## src/rtl/player_move_ctrl.sv

```systemverilog
// Purpose : moves the maze player one cell per accepted tick, checks the wall map, then erases and redraws the player.
// Latency : an accepted tick reaches ERASE after 1 + MEM_LATENCY cycles; each plot then waits for draw_ack.
// Backpr. : plot requests hold steady until draw_ack; ticks arriving outside IDLE are dropped, never queued.
module player_move_ctrl #(
    parameter int MAX_X       = 39,
    parameter int MAX_Y       = 29,
    parameter int START_X     = 0,
    parameter int START_Y     = 0,
    parameter int EXIT_X      = 39,
    parameter int EXIT_Y      = 29,
    parameter int MEM_LATENCY = 2
) (
    input  logic       clock,
    input  logic       resetn,
    input  logic       tick,
    input  logic [3:0] dir,
    output logic [5:0] wall_x,
    output logic [4:0] wall_y,
    input  logic       wall_data,
    output logic       draw_req,
    output logic       draw_erase,
    output logic [5:0] draw_x,
    output logic [4:0] draw_y,
    input  logic       draw_ack,
    output logic [5:0] pos_x,
    output logic [4:0] pos_y,
    output logic       busy,
    output logic       won
);

    localparam int              CW       = (MEM_LATENCY < 2) ? 1 : $clog2(MEM_LATENCY + 1);
    localparam logic [CW-1:0]   CNT_LOAD = CW'(MEM_LATENCY);
    localparam logic [5:0]      MAXX     = 6'(MAX_X);
    localparam logic [4:0]      MAXY     = 5'(MAX_Y);
    localparam logic [5:0]      STX      = 6'(START_X);
    localparam logic [4:0]      STY      = 5'(START_Y);
    localparam logic [5:0]      EXX      = 6'(EXIT_X);
    localparam logic [4:0]      EXY      = 5'(EXIT_Y);

    typedef enum logic [2:0] {
        INIT_DRAW = 3'd0,
        IDLE      = 3'd1,
        LOOKUP    = 3'd2,
        ERASE     = 3'd3,
        DRAW      = 3'd4,
        WON       = 3'd5
    } state_t;

    state_t        state_q, state_d;
    logic [5:0]    pos_x_q, pos_x_d, tgt_x_q, tgt_x_d, wall_x_q, wall_x_d, draw_x_q, draw_x_d;
    logic [4:0]    pos_y_q, pos_y_d, tgt_y_q, tgt_y_d, wall_y_q, wall_y_d, draw_y_q, draw_y_d;
    logic [CW-1:0] cnt_q, cnt_d;
    logic          draw_req_q, draw_req_d, draw_erase_q, draw_erase_d;
    logic          busy_q, busy_d, won_q, won_d;
    logic          step_ok;
    logic [5:0]    nx;
    logic [4:0]    ny;

    // Candidate target for the requested direction; edge cells never wrap, the move is just rejected.
    always_comb begin
        step_ok = 1'b0;
        nx      = pos_x_q;
        ny      = pos_y_q;
        case (dir)
            4'b1000: if (pos_y_q != 5'd0) begin step_ok = 1'b1; ny = pos_y_q - 5'd1; end
            4'b0100: if (pos_y_q < MAXY)  begin step_ok = 1'b1; ny = pos_y_q + 5'd1; end
            4'b0010: if (pos_x_q != 6'd0) begin step_ok = 1'b1; nx = pos_x_q - 6'd1; end
            4'b0001: if (pos_x_q < MAXX)  begin step_ok = 1'b1; nx = pos_x_q + 6'd1; end
            default: step_ok = 1'b0;
        endcase
    end

    // Next state plus next values of every registered output.
    always_comb begin
        state_d      = state_q;
        pos_x_d      = pos_x_q;
        pos_y_d      = pos_y_q;
        tgt_x_d      = tgt_x_q;
        tgt_y_d      = tgt_y_q;
        wall_x_d     = wall_x_q;
        wall_y_d     = wall_y_q;
        cnt_d        = cnt_q;
        draw_req_d   = draw_req_q;
        draw_erase_d = draw_erase_q;
        draw_x_d     = draw_x_q;
        draw_y_d     = draw_y_q;
        case (state_q)
            INIT_DRAW: begin
                draw_req_d   = 1'b1;
                draw_erase_d = 1'b0;
                draw_x_d     = pos_x_q;
                draw_y_d     = pos_y_q;
                if (draw_req_q && draw_ack) begin
                    draw_req_d = 1'b0;
                    state_d    = IDLE;
                end
            end
            IDLE: begin
                draw_req_d = 1'b0;
                if (tick && step_ok) begin
                    tgt_x_d  = nx;
                    tgt_y_d  = ny;
                    wall_x_d = nx;
                    wall_y_d = ny;
                    cnt_d    = CNT_LOAD;
                    state_d  = LOOKUP;
                end
            end
            LOOKUP: begin
                // Counter reaching its last step marks the edge on which memory data is valid.
                if (cnt_q <= CW'(1)) begin
                    cnt_d = '0;
                    if (wall_data) begin
                        state_d = IDLE;
                    end else begin
                        state_d      = ERASE;
                        draw_req_d   = 1'b1;
                        draw_erase_d = 1'b1;
                        draw_x_d     = pos_x_q;
                        draw_y_d     = pos_y_q;
                    end
                end else begin
                    cnt_d = cnt_q - CW'(1);
                end
            end
            ERASE: begin
                if (draw_req_q && draw_ack) begin
                    pos_x_d      = tgt_x_q;
                    pos_y_d      = tgt_y_q;
                    draw_req_d   = 1'b0;
                    draw_erase_d = 1'b0;
                    draw_x_d     = tgt_x_q;
                    draw_y_d     = tgt_y_q;
                    state_d      = DRAW;
                end
            end
            DRAW: begin
                // First DRAW cycle has req low so the drawer sees a clean gap after the erase ack.
                if (draw_req_q && draw_ack) begin
                    draw_req_d = 1'b0;
                    state_d    = (pos_x_q == EXX && pos_y_q == EXY) ? WON : IDLE;
                end else begin
                    draw_req_d = 1'b1;
                end
            end
            WON: begin
                draw_req_d = 1'b0;
            end
            default: begin
                state_d = INIT_DRAW;
            end
        endcase
        busy_d = !(state_d == IDLE || state_d == WON);
        won_d  = (state_d == WON);
    end

    // State and output registers; synchronous reset overrides everything, including open handshakes.
    always_ff @(posedge clock) begin
        if (!resetn) begin
            state_q      <= INIT_DRAW;
            pos_x_q      <= STX;
            pos_y_q      <= STY;
            tgt_x_q      <= STX;
            tgt_y_q      <= STY;
            wall_x_q     <= 6'd0;
            wall_y_q     <= 5'd0;
            cnt_q        <= '0;
            draw_req_q   <= 1'b1;
            draw_erase_q <= 1'b0;
            draw_x_q     <= STX;
            draw_y_q     <= STY;
            busy_q       <= 1'b1;
            won_q        <= 1'b0;
        end else begin
            state_q      <= state_d;
            pos_x_q      <= pos_x_d;
            pos_y_q      <= pos_y_d;
            tgt_x_q      <= tgt_x_d;
            tgt_y_q      <= tgt_y_d;
            wall_x_q     <= wall_x_d;
            wall_y_q     <= wall_y_d;
            cnt_q        <= cnt_d;
            draw_req_q   <= draw_req_d;
            draw_erase_q <= draw_erase_d;
            draw_x_q     <= draw_x_d;
            draw_y_q     <= draw_y_d;
            busy_q       <= busy_d;
            won_q        <= won_d;
        end
    end

    assign wall_x     = wall_x_q;
    assign wall_y     = wall_y_q;
    assign draw_req   = draw_req_q;
    assign draw_erase = draw_erase_q;
    assign draw_x     = draw_x_q;
    assign draw_y     = draw_y_q;
    assign pos_x      = pos_x_q;
    assign pos_y      = pos_y_q;
    assign busy       = busy_q;
    assign won        = won_q;

endmodule

```

## config.mk

```make
export PLATFORM = sky130hd
export DESIGN_NAME = player_move_ctrl
export DESIGN_NICKNAME = d
export VERILOG_FILES = /design/src/rtl/player_move_ctrl.sv
export SDC_FILE = /design/constraint.sdc
export NUM_CORES = 1
export LEC_CHECK = 0
export CAP_MARGIN = 5
export CELL_PAD_IN_SITES_DETAIL_PLACEMENT = 0
export CELL_PAD_IN_SITES_GLOBAL_PLACEMENT = 1
export CORE_UTILIZATION = 35
export CTS_CLUSTER_DIAMETER = 120
export DETAILED_ROUTE_END_ITERATION = 7
export HOLD_SLACK_MARGIN = 0.06
export PLACE_DENSITY_LB_ADDON = 0.08
export SYNTH_ARGS = -nofsm -noshare
export SYNTH_HDL_FRONTEND = slang
export SYNTH_SLANG_ARGS = --single-unit
```

## constraint.sdc

```tcl
create_clock -name clock -period 2.91 [get_ports clock]
set_clock_uncertainty 0.2 [all_clocks]
set_input_delay 0.582 -clock clock [delete_from_list [all_inputs] [get_ports clock]]
set_output_delay 0.582 -clock clock [all_outputs]
set_load 0.05 [all_outputs]
```

==> results.md <==
- Run status: finished, final reports clean
- Final WL: between 6 and 7 mm
- Critical path's slowest cell: or4b_2
- Slew @ Worst Pin: 516 ps
- Worst setup SP type: input port
- Ports: 46
- Synth cell types: 56
- Die footprint: approximately 0.0075 mm2
- Post-DP HPWL: slightly above 5 mm
- Setup Viol. Count Final: 0
- First DRT Iteration DRCs: 109
- EDFF count, synth: 0
- Critical path's top delay family: simple AND/OR/NAND/NOR gates
- Worst-path cell chain: clkdlybuf4s50_1, or4b_2, a21oi_2, or4_1, and3_1, buf_12, o2111ai_1, o211a_1
- PwrDens: 371 mW/mm2
- Via count: 2,416
- # fillers: roughly 720
- Die W: 86.6 um
- Initial Util: a little over a third
- # clock sinks: 42
- DIE HEIGHT: between 80 and 90 um
- CP peak stage delay: 750 ps
- Number of global-route vias before repair: 2,282
- Crit path max fanout: 22
- # DRC: 0
- # nets final: 381
- Layout cells sized above 1: 12.0%
- Max cap viols: 0
- WP data arrival: 2740 ps
- Initial antenna violation count: 0
- Max-slew violation total from the final report: 0
- Hold Crit Class: flip-flop to flip-flop
- Global route total overflow: 0
- Max VDD drop: between 0.0002 and 0.0003 V
- Worst path required time: 2900 ps
- Wirelength per Cell: 15.0 um
- FP Rows: 30
- Vias per inst: around 5.2
- RSZ-0062 raised after global routing: no
- Tot Pwr: 0.00121 W
- Antenna diode count: 0
- Pre-antenna DRT Iters: 4
- Clk buf depth: 2
- H-tree Lvls: 2
- Fmax: 0.363 GHz
- Final min period: 2750 ps
- CTS root buf: clkbuf_8
- Critical path capture point type: flip-flop
- Setup WS post-layout: between 150 and 200 ps
- Post-synthesis register bit count: 42
- Pin count of the biggest net entering global routing: 25
- Period utilisation layout: 94.6%
- Area growth syn-to-layout: 29.7%
- Mapped cell area: ~0.0025 mm2
- CTS tree: built
- Syn Area/Cell: 8.00 um2
- Worst-Skew Late Latency: 290 ps
- Post-CTS Hold Buffers: 0
- Post-Syn Instances: 313
- Multi-input logic area: 0.00148 mm2
- Seq/Total Area, Yosys: 33.6%
- Gr usage total: 19.7%
- FF/Latch Area: 841 um2
- Core box area: 0.00687 mm2
- Top_reg_cell synth: dfxtp_1
- CTS clk-pin slew, worst paths: 80 ps
- First-pass GRT wire length: 11.6 mm
- Gpl congestion: 0.770
- Leakage: 1.35 nW
- Syn Nets: 328
- CTS-repair resized insts: 0
- Post-CTS setup buffers: 0
- Routed Antenna Nets: 0
- Fin area: 0.00325 mm2
- Kind of critical path: input port to flip-flop
- Post-DP Area: 0.00316 mm2
- Final setup TNS: 0 ps
- Relative slew margins: about two thirds
- Number of buffers and inverters on the critical path: 2
- Clock buffer count from CTS: 5
- Port buffer count: 45
- Fraction of registers with async set/reset: 0%
- Synthesis Warnings: 0
- Hold Violations, Final: 0
- Dpl ws: -163 ps
==> cell usage in the layout, fill, tap and decap left out, types with 3 or more instances in the layout <==
cell | netlist | layout
nand3_1 | 25 | 25
nand2_1 | 54 | 54
and2_1 | 3 | 3
nor4_1 | 3 | 3
nor2b_1 | 8 | 8
o211a_1 | 17 | 17
nand4_1 | 3 | 3
xnor2_1 | 4 | 4
nor2_1 | 17 | 17
mux2i_1 | 7 | 7
buf_4 | 0 | 27
nor3_1 | 3 | 3
a21oi_1 | 7 | 7
clkdlybuf4s50_1 | 0 | 45
ha_1 | 6 | 6
o21ai_0 | 12 | 12
inv_1 | 12 | 12
a31oi_1 | 4 | 4
a21boi_0 | 11 | 11
nand2b_1 | 4 | 4
clkbuf_8 | 0 | 6
dfxtp_1 | 42 | 42
==> path summary, 6_finish.rpt <==
check,start,endpoint,slack [ps],depth (start not counted)
min,draw_y[2],draw_y[2],300,1
max reg2reg,pos_y[1],wall_x[3],440,9
max,dir[1],wall_y[2],160,8
min reg2reg,draw_y[2],draw_y[2],300,1
==> routing by layer <==
metal / wire length (um) / up-vias / GRT usage, %
met5: 0 / - / 0
met4: 21 / 0 / 3.48
met3: 381 / 2 / 3.14
met2: 3250 / 70 / 32.8
met1: 3300 / 1128 / 27.1
li1: - / 1216 / -
==> sequential cells by signal, summed over array words and instances (netlist names) <==
signal and count:
wall_y 5, state_q 3, wall_x 6, draw_erase 1, won 1, draw_req 1
draw_y 5, draw_x 6, cnt_q 2, pos_y 5, busy 1, pos_x 6
==> cells by family after synthesis <==
family	share of synthesized area [%]
AOI/OAI and AO/OA	22.9
xor gates and xnor gates	2.10
adders and majority gates	3.00
buffers and inverters	7.60
DFF	33.6
muxes	2.80
and+or+nand+nor	28.0
==> through the flow <==
stage          hold WS, ps  util (%)  std cells
6_report               300      47.3        463
5_1_grt                315      47.3        463
4_1_cts                304      47.3        463
3_5_place_dp           284      46.0        455
3_3_place_gp           280      46.0        455
2_1_floorplan          370         -        313
==> report_power, final <==
part           leakage (nW)  total [W]  switching (W)  internal [W]
sequential            0.341   0.000606      0.0000143      0.000591
combinational         0.966   0.000208       0.000125     0.0000831
clock                0.0482   0.000392       0.000200      0.000192
==> synthesized netlist by cell type, types with 2 or more instances <==
master / number / area share (%)
a211o_1: 2 / 0.70
a211oi_1: 2 / 0.60
a21boi_0: 11 / 3.3
a21oi_1: 7 / 1.4
a31oi_1: 4 / 1.0
and2_1: 3 / 0.75
buf_2: 5 / 1.0
buf_6: 2 / 0.90
buf_8: 2 / 1.2
clkbuf_1: 17 / 2.5
dfxtp_1: 42 / 34
ha_1: 6 / 3.0
inv_1: 12 / 1.8
mux2i_1: 7 / 2.8
nand2_1: 54 / 8.1
nand2b_1: 4 / 1.0
nand3_1: 25 / 5.0
nand4_1: 3 / 0.75
nor2_1: 17 / 2.5
nor2b_1: 8 / 2.0
nor3_1: 3 / 0.60
nor3b_1: 2 / 0.60
nor4_1: 3 / 0.75
nor4b_1: 2 / 0.70
o2111ai_1: 2 / 0.70
o211a_1: 17 / 6.8
o211ai_1: 2 / 0.60
o21a_1: 2 / 0.60
o21ai_0: 12 / 2.4
o22ai_1: 2 / 0.50
o2bb2ai_1: 2 / 0.70
or4_1: 2 / 0.60
or4b_1: 2 / 0.80
xnor2_1: 4 / 1.4
xor2_1: 2 / 0.70
==> area by class of cell <==
| class | count | share of cell area, % |
|---|---|---|
| Clock buffer | 7 | 2.66 |
| Inverter | 12 | 1.39 |
| Timing Repair Buffer | 73 | 20.7 |
| Clock inverter | 1 | 0.154 |
| Tap cell | 96 | 3.70 |
| Multi-Input combinational cell | 232 | 45.5 |
| Sequential cell | 42 | 25.9 |
Note: power is estimated with default switching activity, not from simulation.
